`src/rtl/servo_ramp_if.sv`:
```
// servo_ramp_if: target-position handshake between the sequencer and servo_ramp.
//   tgt       : requested target position (Wpos bits)
//   tgt_valid : tgt is valid
//   tgt_ready : servo_ramp can accept a new target
// master drives tgt/tgt_valid; slave (servo_ramp) drives tgt_ready.
interface servo_ramp_if #(
  parameter int unsigned Wpos = 8
) ();
  logic [Wpos-1:0] tgt;
  logic            tgt_valid;
  logic            tgt_ready;

  modport master (
    output tgt,
    output tgt_valid,
    input  tgt_ready
  );

  modport slave (
    input  tgt,
    input  tgt_valid,
    output tgt_ready
  );
endinterface

```
`src/rtl/servo_ramp.sv`:
```
// servo_ramp: slew-rate limiter feeding the servo PWM generator's position input.
// Accepts a target over tgt_if and moves pos towards it by at most STEP codes per
// PWM frame. Exports the frame tick and a busy flag.
//   clk    : clock
//   rst_   : synchronous active-low reset
//   ena    : run enable; freezes the frame counter and pos while low
//   tgt_if : target handshake (slave side)
//   pos    : current slewed position
//   frame  : one-cycle pulse in the last cycle of each PWM frame
//   busy   : a move is in progress or a target is pending
// Tclk and Tdut are in ns; Tdut must match the PWM generator's frame period.
module servo_ramp #(
  parameter int unsigned Tclk = 20,
  parameter int unsigned Tdut = 20_000_000,
  parameter int unsigned Wpos = 8,
  parameter int unsigned STEP = 4,
  parameter int unsigned INIT = 2 ** (Wpos - 1)
) (
  input  logic            clk,
  input  logic            rst_,
  input  logic            ena,
  servo_ramp_if.slave     tgt_if,
  output logic [Wpos-1:0] pos,
  output logic            frame,
  output logic            busy
);

  localparam int unsigned Ndut = Tdut / Tclk;
  localparam int unsigned Wcnt = (Ndut > 1) ? $clog2(Ndut) : 1;
  localparam logic [Wcnt-1:0] CntLast = Wcnt'(Ndut - 1);
  localparam logic [Wpos-1:0] StepV = Wpos'(STEP);
  localparam logic [Wpos-1:0] InitV = Wpos'(INIT);
  localparam logic signed [Wpos:0] StepS = (Wpos + 1)'(STEP);

  typedef enum logic [0:0] {StIdle, StMoving} state_e;

  state_e          state;
  logic [Wcnt-1:0] cnt;
  logic [Wpos-1:0] act;
  logic [Wpos-1:0] pend;
  logic            pend_v;

  logic                   xfer;
  logic [Wpos-1:0]        eff;
  logic [Wpos-1:0]        pos_step;
  logic signed [Wpos:0]   diff;
  logic signed [Wpos:0]   mag;

  // Ready depends only on registered state and reset, never on tgt_valid.
  assign tgt_if.tgt_ready = !pend_v && rst_;
  assign xfer             = tgt_if.tgt_valid && tgt_if.tgt_ready;
  assign frame            = ena && (cnt == CntLast);
  assign busy             = (state == StMoving) || pend_v;
  // A pending target is loaded by the frame, so it is what this frame steps towards.
  assign eff              = pend_v ? pend : act;

  // One extra bit keeps the difference signed without wrapping; clamping against
  // eff keeps pos inside [0, 2**Wpos-1] without explicit saturation.
  always_comb begin
    diff = $signed({1'b0, eff}) - $signed({1'b0, pos});
    mag  = diff[Wpos] ? -diff : diff;
    if (mag <= StepS) begin
      pos_step = eff;
    end else if (!diff[Wpos]) begin
      pos_step = pos + StepV;
    end else begin
      pos_step = pos - StepV;
    end
  end

  always_ff @(posedge clk) begin
    if (!rst_) begin
      cnt    <= '0;
      pos    <= InitV;
      act    <= InitV;
      pend   <= InitV;
      pend_v <= 1'b0;
      state  <= StIdle;
    end else begin
      if (ena) begin
        cnt <= (cnt == CntLast) ? '0 : cnt + Wcnt'(1);
      end
      if (frame) begin
        act <= eff;
        pos <= pos_step;
      end
      // A transfer is only possible with pend_v low, so it never collides with
      // a pending target the same frame is consuming.
      if (xfer) begin
        pend   <= tgt_if.tgt;
        pend_v <= 1'b1;
      end else if (frame) begin
        pend_v <= 1'b0;
      end
      unique case (state)
        StIdle: begin
          if (xfer) state <= StMoving;
        end
        StMoving: begin
          if (frame && (pos_step == eff) && !xfer) state <= StIdle;
        end
        default: state <= StIdle;
      endcase
    end
  end

endmodule

```
`src/flat_wrapper.sv`:
```
// flat-port wrapper written by rule: the top's interface ports become plain ports
module servo_ramp_flat 
#(
  parameter int unsigned Tclk = 20,
  parameter int unsigned Tdut = 20_000_000,
  parameter int unsigned Wpos = 8,
  parameter int unsigned STEP = 4,
  parameter int unsigned INIT = 2 ** (Wpos - 1)
)
  (clk, rst_, ena, pos, frame, busy, tgt_if_tgt, tgt_if_tgt_valid, tgt_if_tgt_ready);
  servo_ramp_if #(.Wpos(Wpos)) tgt_if_i ();
  input  logic clk;
  input  logic rst_;
  input  logic ena;
  output logic [Wpos-1:0] pos;
  output logic frame;
  output logic busy;
  input wire logic [$bits(tgt_if_i.tgt)-1:0] tgt_if_tgt;
  input wire logic [$bits(tgt_if_i.tgt_valid)-1:0] tgt_if_tgt_valid;
  output wire logic [$bits(tgt_if_i.tgt_ready)-1:0] tgt_if_tgt_ready;
  assign tgt_if_i.tgt = tgt_if_tgt;
  assign tgt_if_i.tgt_valid = tgt_if_tgt_valid;
  assign tgt_if_tgt_ready = tgt_if_i.tgt_ready;
  servo_ramp #(.Tclk(Tclk), .Tdut(Tdut), .Wpos(Wpos), .STEP(STEP), .INIT(INIT)) u_core (.clk(clk), .rst_(rst_), .ena(ena), .tgt_if(tgt_if_i), .pos(pos), .frame(frame), .busy(busy));
endmodule
```
`config.mk`:
```
export PLATFORM = sky130hd
export DESIGN_NAME = servo_ramp_flat
export DESIGN_NICKNAME = d
export VERILOG_FILES = /design/src/rtl/servo_ramp_if.sv /design/src/rtl/servo_ramp.sv /design/src/flat_wrapper.sv
export SDC_FILE = /design/constraint.sdc
export NUM_CORES = 1
export LEC_CHECK = 0
export CORE_MARGIN = 4
export CORE_UTILIZATION = 30
export DETAILED_ROUTE_END_ITERATION = 7
export SYNTH_ARGS = -nofsm -noshare
export SYNTH_HDL_FRONTEND = slang
export SYNTH_SLANG_ARGS = --single-unit
```
`constraint.sdc`:
```
create_clock -name clk -period 5.5 [get_ports clk]
set_input_delay 1.1 -clock clk [delete_from_list [all_inputs] [get_ports clk]]
set_output_delay 1.1 -clock clk [all_outputs]
set_load 0.01 [all_outputs]
```
==> impl_metrics.py, run 1 <==
metrics = {
    "status": {
        "status": "completed",
    },
    "global_route": {
        "grt_pass1_vias": 2371,
        "grt_first_pass_wirelength_um": 10800,
        "overflow": 0,
        "grt_max_degree": 26,
        "grt_usage": 0.116,
        "antenna_found_initial": 0,
    },
    "floorplanning": {
        "num_rows": 35,
        "initial_core_util": 0.309,
        "ios": 23,
        "dieHeight_um": 106,
        "coreArea_um2": 9280,
        "fp.dieW_um": 106,
        "die_area_um2": 11200,
    },
    "worst_hold_path": {
        "hp-class": "reg2reg",
    },
    "synthesis": {
        "ys_ff_latch": 46,
        "syn_nets": 380,
        "synth_common_cells": "nor2_1, dfxtp_1, nand2_1, a21oi_1, inv_1",
        "synth-warning-count": 0,
        "synth_top_area_cell": "dfxtp_1",
        "async_reset_ff_frac": 0,
        "yosysTopAreaCellShare": 0.321,
        "ys_seq_area_frac": 0.321,
        "syn_inst": 351,
        "synth_edf_count": 0,
        "synth_flop_cell": "dfxtp_1",
        "syn_area_um2": 2870,
        "synthTopCellsByArea": "dfxtp_1, ha_1, nor2_1, xnor2_1, nand2_1",
        "yosysUniqueCellTypes": 54,
        "synth.most_common_cell": "nor2_1",
        "synth_area_per_cell_um2": 8.18,
    },
    "timing": {
        "clock_skew_ns": 0.00494,
        "report.final.slew_viol_count": 0,
        "setup_viol": 0,
        "slew-limit-headroom": 0.533,
        "max_freq_mhz": 222,
        "hold_viol": 0,
        "period_needed_ns": 4.50,
        "rsz0062_at_grt": "no",
        "setup_tns_ns": 0,
        "worst_slew_pin_slew_ns": 0.700,
        "timing.final.crit_share": 0.818,
    },
    "job": {
        "maxCapViolations": 0,
    },
    "clock_tree": {
        "cts_resized": 0,
        "h-tree-depth": 2,
        "tritoncts": "done",
        "hold_buffers": 0,
        "clockBufferDepth": 2,
        "postCtsSetupBuffers": 0,
        "clk_latency_ns": 0.30,
        "cts_num_sinks": 46,
        "numCtsBuffers": 5,
        "cts-root-buf": "clkbuf_8",
        "cts.clk_slew.worst_paths_ns": 0.08,
    },
    "power": {
        "peakVddDrop_v": 0.0000856,
        "p_leak_nw": 1.28,
        "power_density_nw_per_um2": 219,
        "total_power_w": 0.000730,
    },
    "detailed_routing": {
        "vias": 2485,
        "drt_pass1_iterations": 4,
        "wl_per_cell_um": 12.6,
        "routed_wl_um": 6320,
        "drt_iter0_drc": 93,
        "via_per_inst": 4.94,
        "drc": 0,
        "ant_nets": 0,
    },
    "cells_and_area": {
        "syn_to_final_growth_pct": 16.0,
        "nets": 402,
        "drive_gt1_frac": 0.0749,
        "final_area_um2": 3330,
        "nFillCells": 990,
        "antenna_cells": 0,
    },
    "placement": {
        "dp_hpwl_um": 4820,
        "placed_area_um2": 3240,
        "gp_congestion": 0.782,
        "numPortBuffers": 22,
    },
    "setup_path": {
        "endpoint_kind": "primary output",
        "critPathKind": "in2out",
        "cp.arrival_ns": 3.40,
        "crit_required_ns": 4.40,
        "cp_max_fo": 25,
        "cp-start-kind": "input port",
    },
}
logic make-up after synthesis:
kind of cell,synth area share
muxes,0.0366
buffers and inverters,0.0405
xor gates and xnor gates,0.104
AOI/OAI and AO/OA,0.198
and+or+nand+nor,0.221
adders and majority gates,0.0793
DFF,0.321
metal layers:
| layer | up-vias | GRT usage | wire, um |
|---|---|---|---|
| met2 | 28 | 0.185 | 2870 |
| li1 | 1274 | - | - |
| met4 | 0 | 0.0398 | 126 |
| met1 | 1173 | 0.151 | 3080 |
| met3 | 10 | 0.0306 | 236 |
| met5 | - | 0 | 0 |
report_power, final:
| part | switching, W | internal, W | leakage (nW) |
|---|---|---|---|
| registers | 0.00000768 | 0.000341 | 0.373 |
| logic | 0.000101 | 0.0000701 | 0.861 |
| clock network | 0.000109 | 0.000101 | 0.0482 |
placed cells by master (no fill, tap or decap), types with 2 or more instances in the layout:
master / netlist / routed
clkbuf_8: 0 / 6
mux2_2: 4 / 4
nand2_1: 35 / 35
o21ai_0: 16 / 16
a32oi_1: 2 / 2
buf_4: 0 / 3
and3_1: 7 / 7
or3_1: 2 / 2
o211ai_1: 3 / 3
xnor2_1: 20 / 20
a21oi_1: 21 / 21
o41ai_1: 2 / 2
a31oi_1: 4 / 4
o211ai_2: 3 / 3
a21boi_0: 3 / 3
nor4_1: 2 / 2
clkdlybuf4s50_1: 0 / 22
o311ai_0: 2 / 2
inv_1: 21 / 21
o2111ai_1: 2 / 2
nor3_1: 5 / 5
a21o_1: 2 / 2
ha_1: 15 / 15
nand3_1: 18 / 18
or2_2: 2 / 2
nor2_1: 47 / 47
xor2_1: 14 / 14
o22ai_1: 2 / 2
nor4b_1: 2 / 2
dfxtp_1: 46 / 46
nand4_1: 4 / 4
o211a_1: 3 / 3
mux2i_1: 6 / 6
nand2b_1: 3 / 3
and4b_1: 2 / 2
fa_1: 2 / 2
through the flow:
step / cells / utilization / worst slack [ns] / hold WS [ns]
2_1_floorplan: 351 / - / 1.26 / 0.430
6_report: 503 / 0.358 / 1.00 / 0.460
3_3_place_gp: 495 / 0.349 / 1.03 / 0.444
5_1_grt: 503 / 0.358 / 0.604 / 0.484
4_1_cts: 503 / 0.358 / 0.990 / 0.464
3_5_place_dp: 495 / 0.349 / 0.990 / 0.453
final cells by class:
type	count	area, um^2	area share
inverters	21	78.8	0.0237
multi-input cells	274	1830	0.551
clock inverters	1	5.00	0.00150
repair buffers	25	243	0.0729
well taps	129	161	0.0485
flip-flops and latches	46	921	0.277
clock buffers	7	86.3	0.0259
critical path, stage by stage:
cell and delay (ns):
clkdlybuf4s50_1 0.56, and3_1 0.25, and2_1 0.20, nand3_1 0.08, buf_4 0.23, inv_1 0.35
clkdlybuf4s50_1 0.62
registers in the layout, indices dropped and copies added, names as in the netlist:
| register | flops |
|---|---|
| u_core.pos | 8 |
| u_core.pend | 8 |
| u_core.pend_v | 1 |
| u_core.state | 1 |
| u_core.act | 8 |
| u_core.cnt | 20 |
final timing paths:
check	cells after the start	end	startpoint	slack, ns
max	7	frame	ena	1.00
min	2	u_core.act[3]	u_core.act[3]	0.46
max reg2reg	17	u_core.state	u_core.pend_v	1.02
min reg2reg	2	u_core.act[3]	u_core.act[3]	0.46
Power figures use the tool's default switching activity.
==> run 2, diff against run 1 <==
==> constraint.sdc (replaced) <==
create_clock -name clk -period 3.7 [get_ports clk]
set_input_delay 0.74 -clock clk [delete_from_list [all_inputs] [get_ports clk]]
set_output_delay 0.74 -clock clk [all_outputs]
set_load 0.01 [all_outputs]
==> impl_metrics.py, run 2 (same netlist as run 1, synthesis figures left out) <==
metrics = {
    "status": {
        "status": "completed",
    },
    "floorplanning": {
        "dieHeight_um": 106,
        "initial_core_util": 0.309,
        "num_rows": 35,
        "coreArea_um2": 9280,
        "fp.dieW_um": 106,
        "ios": 23,
        "die_area_um2": 11200,
    },
    "global_route": {
        "grt_usage": 0.123,
        "antenna_found_initial": 0,
        "overflow": 0,
        "grt_first_pass_wirelength_um": 11300,
        "grt_pass1_vias": 2368,
        "grt_max_degree": 25,
    },
    "power": {
        "power_density_nw_per_um2": 317,
        "peakVddDrop_v": 0.000160,
        "netSwitchingFraction": 0.299,
        "combPwrFrac": 0.260,
        "total_power_w": 0.00112,
        "p_leak_nw": 1.37,
        "clkPwrFrac": 0.279,
        "seqPwrFrac": 0.461,
        "p_sw_w": 0.000335,
        "internal_power_w": 0.000783,
    },
    "timing": {
        "clock_skew_ns": 0.00736,
        "timing.final.crit_share": 0.945,
        "worst_slew_pin_slew_ns": 0.670,
        "period_needed_ns": 3.50,
        "setup_tns_ns": 0,
        "slew-limit-headroom": 0.553,
        "hold_viol": 0,
        "report.final.slew_viol_count": 0,
        "max_freq_mhz": 286,
        "timing.hold.ws_ns": 0.459,
        "setup_viol": 0,
    },
    "cells_and_area": {
        "nFillCells": 990,
        "final_cell_mix": "nor2_1, dfxtp_1, nand2_1",
        "syn_to_final_growth_pct": 22.9,
        "largest_register": "u_core.cnt",
        "largest_register_ffs": 20,
        "drive_gt1_frac": 0.141,
        "utilization": 0.380,
        "antenna_cells": 0,
        "multi_input_area_um2": 1900,
        "nets": 419,
        "final_common_cell": "nor2_1",
        "seq_area_um2": 922,
    },
    "setup_path": {
        "critPathKind": "reg2reg",
        "cp-start-kind": "flip-flop",
        "cp_max_fo": 9,
        "cp.arrival_ns": 3.73,
        "crit_required_ns": 3.93,
        "endpoint_kind": "flip-flop",
    },
    "clock_tree": {
        "postCtsSetupBuffers": 0,
        "tritoncts": "done",
        "clk_latency_ns": 0.30,
        "numCtsBuffers": 5,
        "clockBufferDepth": 2,
        "hold_buffers": 0,
        "cts_num_sinks": 46,
        "h-tree-depth": 2,
        "cts-root-buf": "clkbuf_8",
        "cts.clk_slew.worst_paths_ns": 0.08,
    },
    "worst_hold_path": {
        "hp-class": "reg2reg",
    },
    "detailed_routing": {
        "routed_wl_um": 6740,
        "drt_iter0_drc": 117,
        "drc": 0,
        "ant_nets": 0,
        "drt_pass1_iterations": 4,
        "vias": 2522,
        "wl_per_cell_um": 13.0,
        "via_per_inst": 4.85,
    },
    "placement": {
        "numPortBuffers": 22,
        "dp_hpwl_um": 5190,
        "gp_congestion": 0.859,
    },
    "job": {
        "maxCapViolations": 0,
    },
}
## run 2: changes by cell type in the layout (fill, tap and decap cells not counted), sizes merged
| cell | before | now |
|---|---|---|
| buf | 3 | 20 |
## run 2: path summary, 6_finish.rpt
path                                    start       endpoint  slack [ns]  cells after the start
worst max-delay path            u_core.pend_v   u_core.state        0.20                     12
worst min-delay path            u_core.act[3]  u_core.act[3]        0.46                      2
worst max register to register  u_core.pend_v   u_core.state        0.20                     12
worst min register to register  u_core.act[3]  u_core.act[3]        0.46                      2
## run 2: layout make-up
cell class,instances,share of cell area
Sequential cell,46,0.261
Tap cell,129,0.0458
Clock buffer,7,0.0245
Inverter,21,0.0223
Timing Repair Buffer,42,0.106
Clock inverter,1,0.00142
Multi-Input combinational cell,274,0.538
## run 2: power by group through the flow
stage / logic [W] / clock network [W] / registers [W]
after floorplan: 0.000200 / 0 / 0.000524
after global placement: 0.000280 / 0 / 0.000526
after detailed placement: 0.000283 / 0 / 0.000527
after CTS: 0.000284 / 0.000323 / 0.000515
after global routing: 0.000319 / 0.000348 / 0.000517
final: 0.000291 / 0.000312 / 0.000515
## run 2: layer usage
metal	track usage	vias up	share of wire
met2	0.199	31	0.46
met5	0	-	0
met3	0.0312	5	0.036
met1	0.166	1180	0.50
met4	0.0222	0	0.0052
li1	-	1306	-
## run 2: critical path, cell delays in order (launching register included)
cell       delay [ns]
dfxtp_2          0.36
mux2i_2          0.28
ha_1             0.20
inv_1            0.06
fa_2             0.37
a32o_1           0.29
or4_4            0.46
a2111oi_4        0.37
o2bb2ai_2        0.12
o211ai_2         0.21
o211a_1          0.39
o32ai_1          0.15
a31oi_1          0.17
## run 2: what timing repair did
action,CTS,global route
resized for setup,0,7
endpoints found under the setup margin,0,8
endpoints found under the hold margin,0,0
## run 2: per-stage QoR
step	cells	worst slack (ns)	instance area [um^2]
2_1_floorplan	351	0.0343	2920
5_1_grt	520	-0.0240	3530
6_report	520	0.204	3530
3_3_place_gp	512	0.184	3400
3_5_place_dp	512	0.0881	3400
4_1_cts	520	0.0617	3490
